$ cat src/rtl/serial_adder_ctrl.sv
// Bit-serial adder: one full-adder cell stepped WIDTH times, LSB first,
// with a registered carry. Operands latch on start; the result is registered
// and presented alongside a one-cycle done pulse.

module full_adder_1bit (
  input  logic a,
  input  logic b,
  input  logic ci,
  output logic s,
  output logic co
);
  assign s  = a ^ b ^ ci;
  assign co = (a & b) | (ci & (a ^ b));
endmodule

module serial_adder_ctrl #(
  parameter int WIDTH = 8
) (
  input  logic             clk,
  input  logic             rst,
  input  logic             start,
  input  logic [WIDTH-1:0] a,
  input  logic [WIDTH-1:0] b,
  input  logic             cin,
  output logic             busy,
  output logic             done,
  output logic [WIDTH-1:0] sum,
  output logic             cout
);
  localparam int CW = $clog2(WIDTH + 1);

  typedef enum logic [1:0] {IDLE = 2'd0, RUN = 2'd1, DONE = 2'd2} state_t;

  state_t           state_q, state_d;
  logic [WIDTH-1:0] a_sh_q, a_sh_d;
  logic [WIDTH-1:0] b_sh_q, b_sh_d;
  logic [WIDTH-1:0] s_sh_q, s_sh_d;
  logic             c_q, c_d;
  logic [CW-1:0]    cnt_q, cnt_d;
  logic [WIDTH-1:0] sum_q, sum_d;
  logic             cout_q, cout_d;

  logic fa_sum, fa_cout;

  // The single shared adder cell sees the current LSBs and the carry flop.
  full_adder_1bit u_fa (
    .a  (a_sh_q[0]),
    .b  (b_sh_q[0]),
    .ci (c_q),
    .s  (fa_sum),
    .co (fa_cout)
  );

  // Next-state and datapath updates; everything holds unless a state acts on it.
  always_comb begin
    state_d = state_q;
    a_sh_d  = a_sh_q;
    b_sh_d  = b_sh_q;
    s_sh_d  = s_sh_q;
    c_d     = c_q;
    cnt_d   = cnt_q;
    sum_d   = sum_q;
    cout_d  = cout_q;
    case (state_q)
      IDLE: begin
        if (start) begin
          a_sh_d  = a;
          b_sh_d  = b;
          c_d     = cin;
          cnt_d   = '0;
          state_d = RUN;
        end
      end
      RUN: begin
        s_sh_d = {fa_sum, s_sh_q[WIDTH-1:1]};
        c_d    = fa_cout;
        a_sh_d = a_sh_q >> 1;
        b_sh_d = b_sh_q >> 1;
        cnt_d  = cnt_q + CW'(1);
        // Last bit: publish the assembled word straight from the shift input.
        if (cnt_q == CW'(WIDTH - 1)) begin
          sum_d   = {fa_sum, s_sh_q[WIDTH-1:1]};
          cout_d  = fa_cout;
          state_d = DONE;
        end
      end
      DONE:    state_d = IDLE;
      default: state_d = IDLE;
    endcase
  end

  // State and datapath registers with synchronous reset.
  always_ff @(posedge clk) begin
    if (rst) begin
      state_q <= IDLE;
      a_sh_q  <= '0;
      b_sh_q  <= '0;
      s_sh_q  <= '0;
      c_q     <= 1'b0;
      cnt_q   <= '0;
      sum_q   <= '0;
      cout_q  <= 1'b0;
    end else begin
      state_q <= state_d;
      a_sh_q  <= a_sh_d;
      b_sh_q  <= b_sh_d;
      s_sh_q  <= s_sh_d;
      c_q     <= c_d;
      cnt_q   <= cnt_d;
      sum_q   <= sum_d;
      cout_q  <= cout_d;
    end
  end

  assign busy = (state_q != IDLE);
  assign done = (state_q == DONE);
  assign sum  = sum_q;
  assign cout = cout_q;
endmodule

$ cat config.mk
export PLATFORM = sky130hd
export DESIGN_NAME = serial_adder_ctrl
export DESIGN_NICKNAME = d
export VERILOG_FILES = /design/src/rtl/serial_adder_ctrl.sv
export SDC_FILE = /design/constraint.sdc
export NUM_CORES = 1
export LEC_CHECK = 0
export BUFFER_PORTS_ARGS = -buffer_cell sky130_fd_sc_hd__clkbuf_2
export CORE_MARGIN = 4
export CORE_UTILIZATION = 55
export DETAILED_ROUTE_END_ITERATION = 8
export PLACE_DENSITY = 0.79
export SYNTH_ARGS = -nofsm -noshare
export SYNTH_HDL_FRONTEND = slang
export SYNTH_SLANG_ARGS = --single-unit
$ cat constraint.sdc
create_clock -name clk -period 3.1 [get_ports clk]
set_input_delay 0.31 -clock clk [delete_from_list [all_inputs] [get_ports clk]]
set_output_delay 0.31 -clock clk [all_outputs]
set_load 0.01 [all_outputs]
==> impl_metrics.xml <==
<?xml version="1.0" encoding="UTF-8"?>
<metrics>
  <group name="global_route">
    <metric name="grt-busiest-layer" unit="">met2</metric>
    <metric name="met3_demand_to_capacity_share_in_global_routing" unit="">0.0439</metric>
    <metric name="grtUsageMet1" unit="">0.229</metric>
    <metric name="grt_start_max_net_pins" unit="">40</metric>
    <metric name="grt_remaining_overflow" unit="">0</metric>
    <metric name="grt_use_total" unit="">0.174</metric>
    <metric name="antenna_found_initial" unit="">0</metric>
    <metric name="via_count_of_the_first_global_routing_pass" unit="">1363</metric>
    <metric name="grtUsageMet2" unit="">0.277</metric>
    <metric name="first_pass_grt_wire_length" unit="µm">5780</metric>
  </group>
  <group name="synth">
    <metric name="yosys_warnings" unit="">0</metric>
    <metric name="yosysSeqAreaShare" unit="">0.448</metric>
    <metric name="post_synth_inst_count" unit="">190</metric>
    <metric name="synth.area.mux_share" unit="">0</metric>
    <metric name="ys_types" unit="">30</metric>
    <metric name="synthAdderAreaFrac" unit="">0.0187</metric>
    <metric name="mappedNetlistNets" unit="">212</metric>
    <metric name="synth_seq_cells" unit="">39</metric>
    <metric name="synth-compound-area-share" unit="">0.303</metric>
    <metric name="synth_area_per_cell" unit="µm²">9.17</metric>
    <metric name="main_combinational_cell_family_by_area_after_synthesis" unit="">compound AO/OA/AOI/OAI gates</metric>
    <metric name="synthSimpleGateAreaFrac" unit="">0.158</metric>
    <metric name="synthesis.area" unit="µm²">1740</metric>
    <metric name="post_synth_xor_area_fraction" unit="">0</metric>
  </group>
  <group name="power">
    <metric name="power_leakage" unit="nW">0.735</metric>
    <metric name="power_frac_seq" unit="">0.600</metric>
    <metric name="design_power_total" unit="µW">906</metric>
    <metric name="cellInternalPower" unit="µW">676</metric>
    <metric name="pwr-share-clk" unit="">0.282</metric>
    <metric name="comb_power_share" unit="">0.119</metric>
    <metric name="powerDensity" unit="nW/µm²">478</metric>
    <metric name="p_sw_frac" unit="">0.255</metric>
    <metric name="netSwitchingPower" unit="µW">231</metric>
    <metric name="max-vdd-ir-drop" unit="mV">0.257</metric>
  </group>
  <group name="timing">
    <metric name="final-max-slew-violation-count" unit="">0</metric>
    <metric name="final_hold_viol_count" unit="">0</metric>
    <metric name="final_period_minus_worst_setup_slack" unit="ns">1.86</metric>
    <metric name="fin_skew" unit="ns">0.00993</metric>
    <metric name="fmax" unit="GHz">0.538</metric>
    <metric name="fin_setup_tns" unit="ns">0</metric>
    <metric name="setup_viol" unit="">0</metric>
    <metric name="rsz0062_at_grt" unit="">false</metric>
    <metric name="timing.max_slew.rel_slack" unit="">0.423</metric>
    <metric name="timing.final.crit_share" unit="">0.599</metric>
    <metric name="worst-slew-pin-transition" unit="ns">0.866</metric>
    <metric name="hold-worst-slack" unit="ns">0.239</metric>
    <metric name="setup_slack" unit="ns">1.24</metric>
  </group>
  <group name="routing">
    <metric name="drt_pass1_iterations" unit="">4</metric>
    <metric name="drcViolationCount" unit="">0</metric>
    <metric name="num_vias" unit="">1394</metric>
    <metric name="postRouteAntennaNets" unit="">0</metric>
    <metric name="routed_wire_length_per_instance" unit="µm">13.1</metric>
    <metric name="detail_route.vias_per_cell" unit="">5.49</metric>
    <metric name="totalWireLength" unit="µm">3340</metric>
    <metric name="detail_route.iter0.violations" unit="">91</metric>
  </group>
  <group name="setup_path">
    <metric name="end_kind" unit="">primary output</metric>
    <metric name="timing_worst_setup_path_type" unit="">reg -&gt; out</metric>
    <metric name="critical_path_fanout_max" unit="">16</metric>
    <metric name="worstPathArrival" unit="ns">1.55</metric>
    <metric name="start_kind" unit="">register</metric>
    <metric name="r2r_cells" unit="">3</metric>
    <metric name="worst_path_required_time" unit="ns">2.79</metric>
  </group>
  <group name="cts">
    <metric name="clock_insertion_delay_worst_skew" unit="ns">0.33</metric>
    <metric name="cts.htree.levels" unit="">2</metric>
    <metric name="clockRootBuffer" unit="">clkbuf_4</metric>
    <metric name="hold_buffers_post_cts" unit="">0</metric>
    <metric name="clock_tree_from_tritoncts" unit="">done</metric>
    <metric name="postCtsSetupBuffers" unit="">0</metric>
    <metric name="tritoncts_num_sinks" unit="">39</metric>
    <metric name="clk_transition_reported_paths" unit="ns">0.11</metric>
    <metric name="tritoncts_buffers" unit="">5</metric>
    <metric name="cts_max_path_buffers" unit="">2</metric>
    <metric name="cts_resized" unit="">0</metric>
  </group>
  <group name="placement">
    <metric name="hpwlAfterDp" unit="µm">2210</metric>
    <metric name="final_weighted_congestion_of_routability_driven_global_placement" unit="">0.746</metric>
    <metric name="dpl_cell_area" unit="µm²">1840</metric>
    <metric name="portBuffers" unit="">30</metric>
    <metric name="post-place-ws" unit="ns">1.35</metric>
  </group>
  <group name="final_layout">
    <metric name="drive_gt1_frac" unit="">0.262</metric>
    <metric name="syn2layout_area_growth" unit="%">8.83</metric>
    <metric name="diodes" unit="">0</metric>
    <metric name="n_fill_cell" unit="">281</metric>
    <metric name="post-route-cell-area" unit="µm²">1900</metric>
    <metric name="mostFrequentLayoutCell" unit="">dfxtp_1</metric>
    <metric name="most_used_cells_in_the_layout_excluding_fill_and_tap_cells" unit="">dfxtp_1 (39), clkbuf_2 (30), nor2_1 (28)</metric>
    <metric name="fin_nets" unit="">232</metric>
  </group>
  <group name="floorplan">
    <metric name="floorplan_die_height" unit="µm">64.3</metric>
    <metric name="dieArea" unit="µm²">4130</metric>
    <metric name="die-width" unit="µm">64.3</metric>
    <metric name="number_of_placed_i_o_pins" unit="">31</metric>
    <metric name="fp.coreArea" unit="µm²">3050</metric>
    <metric name="number_of_rows_in_the_core_area" unit="">20</metric>
    <metric name="floorplan.initialDensity" unit="">0.571</metric>
  </group>
  <group name="run_status">
    <metric name="outcome" unit="">completed</metric>
  </group>
  <group name="worst_hold_path">
    <metric name="holdPathStages" unit="">3</metric>
    <metric name="hold_class" unit="">in -&gt; reg</metric>
  </group>
  <group name="job">
    <metric name="max_cap_violations" unit="">0</metric>
  </group>
</metrics>
-- path summary, 6_finish.rpt --
check               to  slack [ns]       start
max               done        1.24  state_q[1]
min          b_sh_q[7]        0.24        b[7]
max reg2reg  b_sh_q[1]        1.32  state_q[0]
min reg2reg  s_sh_q[1]        0.47   s_sh_q[1]
-- area by class of cell --
cell class              instances  area, µm²  share of cell area
repair buffers                 31        158              0.0831
multi-input cells             130        836               0.441
flip-flops and latches         39        781               0.412
inverters                       3       11.3             0.00594
well taps                      44       55.1              0.0290
clock inverters                 1       5.00             0.00264
clock buffers                   6       51.3              0.0270
-- registers in the layout, indices dropped and copies added, names as in the netlist --
register	flops
a_sh_q	8
b_sh_q	8
c_q	1
cnt_q	4
cout	1
s_sh_q	7
state_q	2
sum	8
-- metrics by stage --
| step | utilization | cells |
|---|---|---|
| after floorplan | - | 190 |
| after global placement | 0.603 | 247 |
| after detailed placement | 0.603 | 247 |
| after CTS | 0.621 | 254 |
| after global routing | 0.621 | 254 |
| final | 0.621 | 254 |
-- power by group through the flow --
stage                     clock network (mW)  logic [mW]  registers (mW)
after CTS                              0.268       0.108           0.543
final                                  0.255       0.108           0.544
after detailed placement                   0       0.107           0.555
after global placement                     0       0.104           0.554
after floorplan                            0      0.0957           0.547
after global routing                   0.287       0.121           0.548
-- routing by layer --
layer | vias to the layer above | routed length [µm]
met5 | - | 0
met4 | 0 | 27
met3 | 4 | 146
met2 | 31 | 1510
met1 | 648 | 1660
li1 | 711 | -
-- cell families (layout without fill, tap and decap cells) --
| logic type | Yosys count | count (layout) |
|---|---|---|
| adders and majority gates | 2 | 2 |
| DFF | 39 | 39 |
| buffers and inverters | 21 | 41 |
| AOI/OAI and AO/OA | 65 | 65 |
| and+or+nand+nor | 63 | 63 |
-- synth_stat cells --
master,number,area (µm²)
a211oi_1,7,52.6
clkbuf_1,5,18.8
a21bo_1,7,70.1
or3_1,1,6.26
dfxtp_1,39,781
inv_2,1,3.75
ha_1,1,12.5
a21oi_1,16,80.1
buf_2,8,40.0
inv_1,2,7.51
a31oi_1,1,6.26
o32a_1,1,10.0
o21ba_1,1,10.0
a21oi_2,1,8.76
o22ai_1,9,56.3
buf_6,5,56.3
o21bai_2,1,11.3
a22oi_1,1,7.51
o2bb2ai_1,6,52.6
a211oi_2,10,125
and3b_1,1,8.76
nand2b_4,1,13.8
nand2_1,19,71.3
nor2_1,28,105
nand3_1,11,55.1
nor2b_2,1,8.76
nand2b_1,1,6.26
a32oi_1,2,17.5
a21bo_2,2,20.0
fa_1,1,20.0
-- worst max-delay path, cell delays in order, from the launching register on --
cell,delay (ns)
dfxtp_1,0.48
inv_1,0.36
nor2_1,0.22
clkbuf_2,0.16
(Power assumes the default switching activity.)
